[src/rtl/huc_sram_resp.sv]
// huc_sram_resp -- memory-side responder for the HuCard mapper request bus.
//
// Turns the mapper's level strobes (req_ce/req_oe/req_we) into timed cycles
// on an external asynchronous 8-bit SRAM/PSRAM. Every SRAM-side output is a
// register, so there is no combinational path from req_* to sram_*.
// A one-deep pending slot holds a request that arrives while a cycle runs.
//
// Ports:
//   clk, rst              clock (rising edge), asynchronous active-high reset
//   req_ce/oe/we          mapper chip-select and read/write level strobes
//   req_addr, req_dati    request address and write data (latched at the edge)
//   req_dato              last read data, held until the next read completes
//   busy                  cycle in progress or pending slot occupied
//   rd_done, wr_done      one-cycle completion pulses
//   ovf                   sticky: a request was dropped; cleared only by rst
//   sram_addr/dq_o/dq_oe  SRAM address, write data and its drive enable
//   sram_dq_i             SRAM read data
//   sram_ce_n/oe_n/we_n   SRAM strobes, active low
module huc_sram_resp #(
   parameter int ADDR_W  = 20,
   parameter int RD_WAIT = 3,
   parameter int WR_WAIT = 3
) (
   input  logic              clk,
   input  logic              rst,
   input  logic              req_ce,
   input  logic              req_oe,
   input  logic              req_we,
   input  logic [ADDR_W-1:0] req_addr,
   input  logic [7:0]        req_dati,
   output logic [7:0]        req_dato,
   output logic              busy,
   output logic              rd_done,
   output logic              wr_done,
   output logic              ovf,
   output logic [ADDR_W-1:0] sram_addr,
   output logic [7:0]        sram_dq_o,
   output logic              sram_dq_oe,
   input  logic [7:0]        sram_dq_i,
   output logic              sram_ce_n,
   output logic              sram_oe_n,
   output logic              sram_we_n
);

   localparam int MAX_WAIT = (RD_WAIT > WR_WAIT) ? RD_WAIT : WR_WAIT;
   localparam int CNT_W    = (MAX_WAIT > 1) ? $clog2(MAX_WAIT) : 1;

   typedef enum logic [2:0] {IDLE, RD, WR, WHOLD, RECOV} state_t;

   state_t              state, state_nx;
   logic [CNT_W-1:0]    cnt, cnt_nx;
   logic                prev_rd, prev_wr;
   logic                pend_v, pend_v_nx, pend_wr, pend_wr_nx;
   logic [ADDR_W-1:0]   pend_addr, pend_addr_nx;
   logic [7:0]          pend_data, pend_data_nx;
   logic [7:0]          req_dato_nx;
   logic                rd_done_nx, wr_done_nx, ovf_nx;
   logic [ADDR_W-1:0]   sram_addr_nx;
   logic [7:0]          sram_dq_o_nx;
   logic                sram_dq_oe_nx, sram_ce_n_nx, sram_oe_n_nx, sram_we_n_nx;

   logic                rd_lvl, wr_lvl, rd_edge, wr_edge, new_req, new_wr;
   logic                go, go_wr, new_taken, slot_free;
   logic [ADDR_W-1:0]   go_addr;
   logic [7:0]          go_data;

   assign rd_lvl  = req_ce & req_oe;
   assign wr_lvl  = req_ce & req_we;
   assign rd_edge = rd_lvl & ~prev_rd;
   assign wr_edge = wr_lvl & ~prev_wr;
   assign new_req = rd_edge | wr_edge;
   // A simultaneous read/write edge keeps the read only.
   assign new_wr  = ~rd_edge;

   assign busy = (state != IDLE) | pend_v;

   always_comb begin
      state_nx      = state;
      cnt_nx        = cnt;
      req_dato_nx   = req_dato;
      rd_done_nx    = 1'b0;
      wr_done_nx    = 1'b0;
      ovf_nx        = ovf | (rd_edge & wr_edge);
      sram_addr_nx  = sram_addr;
      sram_dq_o_nx  = sram_dq_o;
      sram_dq_oe_nx = sram_dq_oe;
      sram_ce_n_nx  = sram_ce_n;
      sram_oe_n_nx  = sram_oe_n;
      sram_we_n_nx  = sram_we_n;
      pend_wr_nx    = pend_wr;
      pend_addr_nx  = pend_addr;
      pend_data_nx  = pend_data;
      go            = 1'b0;
      go_wr         = pend_wr;
      go_addr       = pend_addr;
      go_data       = pend_data;
      new_taken     = 1'b0;
      slot_free     = ~pend_v;

      case (state)
         // RECOV already has every strobe high, so its exit edge may launch
         // the next cycle directly; this gives the N+RD_WAIT+1 / N+WR_WAIT+2
         // turnaround instead of spending an extra cycle in IDLE.
         IDLE, RECOV: begin
            state_nx = IDLE;
            if (pend_v) begin
               go        = 1'b1;
               slot_free = 1'b1;
            end else if (new_req) begin
               go        = 1'b1;
               go_wr     = new_wr;
               go_addr   = req_addr;
               go_data   = req_dati;
               new_taken = 1'b1;
            end
         end
         RD: begin
            if (cnt == '0) begin
               req_dato_nx  = sram_dq_i;
               rd_done_nx   = 1'b1;
               sram_ce_n_nx = 1'b1;
               sram_oe_n_nx = 1'b1;
               state_nx     = RECOV;
            end else begin
               cnt_nx = cnt - CNT_W'(1);
            end
         end
         WR: begin
            if (cnt == '0) begin
               sram_we_n_nx = 1'b1;
               sram_ce_n_nx = 1'b1;
               wr_done_nx   = 1'b1;
               state_nx     = WHOLD;
            end else begin
               cnt_nx = cnt - CNT_W'(1);
            end
         end
         WHOLD: begin
            // Data stays driven one cycle past we_n rising for hold time.
            sram_dq_oe_nx = 1'b0;
            state_nx      = RECOV;
         end
         default: state_nx = IDLE;
      endcase

      if (go) begin
         sram_addr_nx = go_addr;
         sram_ce_n_nx = 1'b0;
         if (go_wr) begin
            state_nx      = WR;
            cnt_nx        = CNT_W'(WR_WAIT - 1);
            sram_we_n_nx  = 1'b0;
            sram_dq_oe_nx = 1'b1;
            sram_dq_o_nx  = go_data;
         end else begin
            state_nx     = RD;
            cnt_nx       = CNT_W'(RD_WAIT - 1);
            sram_oe_n_nx = 1'b0;
         end
      end

      // A slot freed by dispatch this edge can be refilled by the same edge.
      pend_v_nx = pend_v & ~slot_free;
      if (new_req && !new_taken) begin
         if (slot_free) begin
            pend_v_nx    = 1'b1;
            pend_wr_nx   = new_wr;
            pend_addr_nx = req_addr;
            pend_data_nx = req_dati;
         end else begin
            ovf_nx = 1'b1;
         end
      end
   end

   always_ff @(posedge clk or posedge rst) begin
      if (rst) begin
         state      <= IDLE;
         cnt        <= '0;
         prev_rd    <= 1'b0;
         prev_wr    <= 1'b0;
         pend_v     <= 1'b0;
         pend_wr    <= 1'b0;
         pend_addr  <= '0;
         pend_data  <= '0;
         req_dato   <= 8'hFF;
         rd_done    <= 1'b0;
         wr_done    <= 1'b0;
         ovf        <= 1'b0;
         sram_addr  <= '0;
         sram_dq_o  <= '0;
         sram_dq_oe <= 1'b0;
         sram_ce_n  <= 1'b1;
         sram_oe_n  <= 1'b1;
         sram_we_n  <= 1'b1;
      end else begin
         state      <= state_nx;
         cnt        <= cnt_nx;
         prev_rd    <= rd_lvl;
         prev_wr    <= wr_lvl;
         pend_v     <= pend_v_nx;
         pend_wr    <= pend_wr_nx;
         pend_addr  <= pend_addr_nx;
         pend_data  <= pend_data_nx;
         req_dato   <= req_dato_nx;
         rd_done    <= rd_done_nx;
         wr_done    <= wr_done_nx;
         ovf        <= ovf_nx;
         sram_addr  <= sram_addr_nx;
         sram_dq_o  <= sram_dq_o_nx;
         sram_dq_oe <= sram_dq_oe_nx;
         sram_ce_n  <= sram_ce_n_nx;
         sram_oe_n  <= sram_oe_n_nx;
         sram_we_n  <= sram_we_n_nx;
      end
   end

endmodule
[config.mk]
export PLATFORM = sky130hd
export DESIGN_NAME = huc_sram_resp
export DESIGN_NICKNAME = d
export VERILOG_FILES = /design/src/rtl/huc_sram_resp.sv
export SDC_FILE = /design/constraint.sdc
export NUM_CORES = 1
export LEC_CHECK = 0
export BUFFER_PORTS_ARGS = -buffer_cell sky130_fd_sc_hd__buf_2
export CORE_UTILIZATION = 40
export DETAILED_ROUTE_END_ITERATION = 8
export GPL_TIMING_DRIVEN = 0
export PLACE_DENSITY_LB_ADDON = 0.05
export SKIP_LAST_GASP = 1
export SLEW_MARGIN = 20
export SYNTH_ARGS = -nofsm -noshare
export SYNTH_HDL_FRONTEND = slang
export SYNTH_SLANG_ARGS = --single-unit
[constraint.sdc]
create_clock -name clk -period 3.46 [get_ports clk]
set_input_delay 0.692 -clock clk [delete_from_list [all_inputs] [get_ports clk]]
set_output_delay 0.692 -clock clk [all_outputs]
set_load 0.02 [all_outputs]
==> impl_metrics.py <==
metrics = {
    "cts": {
        "post-cts-setup-buffer-count": 0,
        "cts_resized": 0,
        "cts_buffers": 9,
        "cts_tree": "yes",
        "clk_pin_slew_ns": 0.08,
        "htreeDepth": 3,
        "cts_hold_buf": 0,
        "root_buffer": "clkbuf_8",
        "clkLatencyLatePin_ns": 0.34,
        "cts.sinks": 80,
        "cts_buffer_depth": 2,
    },
    "placed_design": {
        "io_buffer_count": 83,
        "place_congestion": 0.727,
        "hpwlAfterDp_um": 4340,
        "post-place-ws_ns": 0.997,
    },
    "sta": {
        "hold_ws_ns": 0.329,
        "tightest_slew_ns": 0.543,
        "slew_headroom_pct": 63.6,
        "drv_slew": 0,
        "setup_viol": 0,
        "rsz0062_at_grt": "no",
        "fin_worst_skew_ns": 0.00602,
        "max_freq_mhz": 457,
        "final.min_clock_period_ns": 2.19,
        "fin_crit_sh_pct": 63.2,
        "fin_ws_ns": 1.27,
        "hold_viol_final": 0,
        "fin_setup_tns_ns": 0,
    },
    "floorplan": {
        "die_h_um": 97.3,
        "rows": 34,
        "start_util_pct": 41.5,
        "coreArea_um2": 8760,
        "die_area_um2": 9470,
        "die_w_um": 97.3,
        "ioPinCount": 85,
    },
    "yosys": {
        "avgSynthCellArea_um2": 15.3,
        "yosys_register_bits": 80,
        "synth_compound_area_share_pct": 3.41,
        "netlist.area_leader.share_pct": 47.5,
        "syn_area_um2": 3630,
        "syn_inst": 237,
        "synth-xor-area-share_pct": 0,
        "synth-simple-area-share_pct": 4.44,
        "synth_cell_types": 33,
        "muxShareOfSynthArea_pct": 32.9,
        "synth_top_cell_by_area": "dfrtp_1",
        "async_flop_share_pct": 100,
        "synth_top_family_by_area": "multiplexers",
        "yosysSeqAreaShare_pct": 55.5,
        "synth_ff_type": "dfrtp_1",
        "synth_top_cells_by_area": "dfrtp_1 48%, mux2_4 17%, mux2_2 16%",
        "synth_edf_count": 0,
        "ys_warn_count": 0,
        "mappedNetlistNets": 279,
        "synthAdderAreaFrac_pct": 0.895,
    },
    "layout": {
        "layout-drive-gt1-share_pct": 64.0,
        "layout.area.seq_um2": 2020,
        "n_fill_cell": 801,
        "multi_input_area_um2": 1510,
        "n_antenna_cell": 0,
        "area_delta_synth_final_pct": 22.0,
        "layout.nets": 374,
    },
    "worst_hold_path": {
        "hold_path_class": "in2async",
    },
    "critical_path": {
        "path_class": "reg2out",
        "cp_data_required_time_ns": 2.77,
        "crit_path_start_kind": "flip-flop",
        "cp_max_fo": 8,
        "cp_num_buf_inv": 1,
        "cp.arrival_ns": 1.49,
        "crit_family": "simple AND/OR/NAND/NOR gates",
        "crit_path_end_kind": "primary output",
        "cp_slowest_cell": "dfrtp_1",
        "cp_cell_sequence": "nor3_4 -> or2b_1 -> buf_2",
        "slowest_delay_ns": 0.48,
    },
    "drt": {
        "vias": 2148,
        "avgRoutedWirePerCell_um": 14.3,
        "drt_iter0_markers": 64,
        "post_drt_via_cell_ratio": 4.84,
        "ant_nets": 0,
        "routed_wl_um": 6350,
        "firstDrtPassIters": 2,
        "drc": 0,
    },
    "grt": {
        "grt_pass1_wl_um": 10800,
        "grt_max_degree": 56,
        "grt_overflow": 0,
        "track_usage_pct": 14.7,
        "grt_pass1_vias": 2207,
        "grt_antenna_before_repair": 0,
    },
    "run_status": {
        "status": "finished clean",
    },
    "pwr": {
        "p_leak_uw": 0.00214,
        "power_uw": 4420,
        "ir_drop_mv": 0.489,
        "p_per_area_nw_per_um2": 997,
    },
    "run": {
        "maxCapViolCount": 0,
    },
}
==> synthesized netlist by cell type, types with 2 or more instances <==
master and count:
o21ai_0 2, nand2_1 4, inv_1 5, dfrtp_1 69
nand3b_1 2, mux2_4 40, buf_6 3, maj3_1 2
nor2_1 9, o21a_1 3, a21oi_1 3, and2_1 2
buf_4 3, mux2_2 52, a21o_1 2, nand2b_1 5
buf_2 5, dfstp_2 11
==> where the power goes <==
group | internal (uW) | total, uW | switching [uW]
Sequential | 1430 | 1640 | 210
Combinational | 1110 | 2020 | 912
Clock | 442 | 762 | 320
==> cell families (layout without fill, tap and decap cells) <==
| group | count (synthesis) | after routing |
|---|---|---|
| adder cells (fa/ha/maj) | 3 | 3 |
| buffers and inverters | 17 | 116 |
| flip-flops | 80 | 80 |
| AND/OR/NAND/NOR | 28 | 28 |
| AO/OA/AOI/OAI | 16 | 16 |
| multiplexers | 93 | 93 |
==> per-layer routing <==
metal	wire, um	up-vias	GRT usage (%)
met1	2900	1070	18.4
li1	-	1021	-
met5	0	-	0
met2	3030	47	23.6
met4	105	0	6.79
met3	316	10	4.24
==> metrics by stage <==
step / util [%] / area [um^2] / instances
final: 50.6 / 4430 / 444
after global routing: 50.6 / 4430 / 444
after CTS: 50.6 / 4430 / 444
after detailed placement: 48.1 / 4210 / 429
after global placement: 47.7 / 4180 / 428
after floorplan: - / 3630 / 237
==> cells in the final DEF (no fill, tap or decap), drive strengths merged, types with 2 or more instances in the layout <==
cell | Yosys | final
nor2 | 9 | 9
clkbuf | 1 | 13
nand2b | 5 | 5
buf | 11 | 95
a21o | 2 | 2
inv | 5 | 5
and2 | 2 | 2
o21a | 3 | 3
nand2 | 4 | 4
maj3 | 2 | 2
o21ai | 2 | 2
dfrtp | 69 | 69
a21oi | 3 | 3
mux2 | 92 | 92
bufinv | 0 | 2
nor3 | 2 | 2
nand3b | 2 | 2
dfstp | 11 | 11
==> final cells by class <==
| class | count | share of cell area (%) |
|---|---|---|
| buffer | 12 | 1.92 |
| clock buffer | 12 | 3.50 |
| inverter | 5 | 0.480 |
| timing repair buffer | 84 | 9.99 |
| multi-input combinational | 140 | 34.1 |
| tap | 108 | 3.05 |
| sequential | 80 | 45.5 |
| clock inverter | 3 | 1.47 |
==> registers in the layout, indices dropped and copies added (netlist names), 2 cells and up, named ones only <==
register	count
cnt	2
pend_addr	20
pend_data	8
req_dato	8
sram_addr	20
sram_dq_o	8
state	3
==> worst reg2reg max path: cells and delay by family, from the launching register on <==
| kind | cells | cell delay [ns] |
|---|---|---|
| buf+inv | 1 | 0.26 |
| mux | 2 | 0.57 |
| compound gates | 1 | 0.43 |
| flops | 1 | 0.34 |
| simple gates | 1 | 0.24 |
==> final timing paths <==
kind / cells after the start / slack [ns] / end / start
max: 3 / 1.27 / busy / state[0]
min: 2 / 0.33 / pend_addr[4] / rst
max reg2reg: 5 / 1.51 / sram_addr[3] / prev_rd
min reg2reg: 1 / 0.46 / ovf / ovf
max in group asynchronous: 3 / 2.49 / sram_we_n / rst
min in group clk: 1 / 0.46 / ovf / ovf
(Power assumes the default switching activity.)
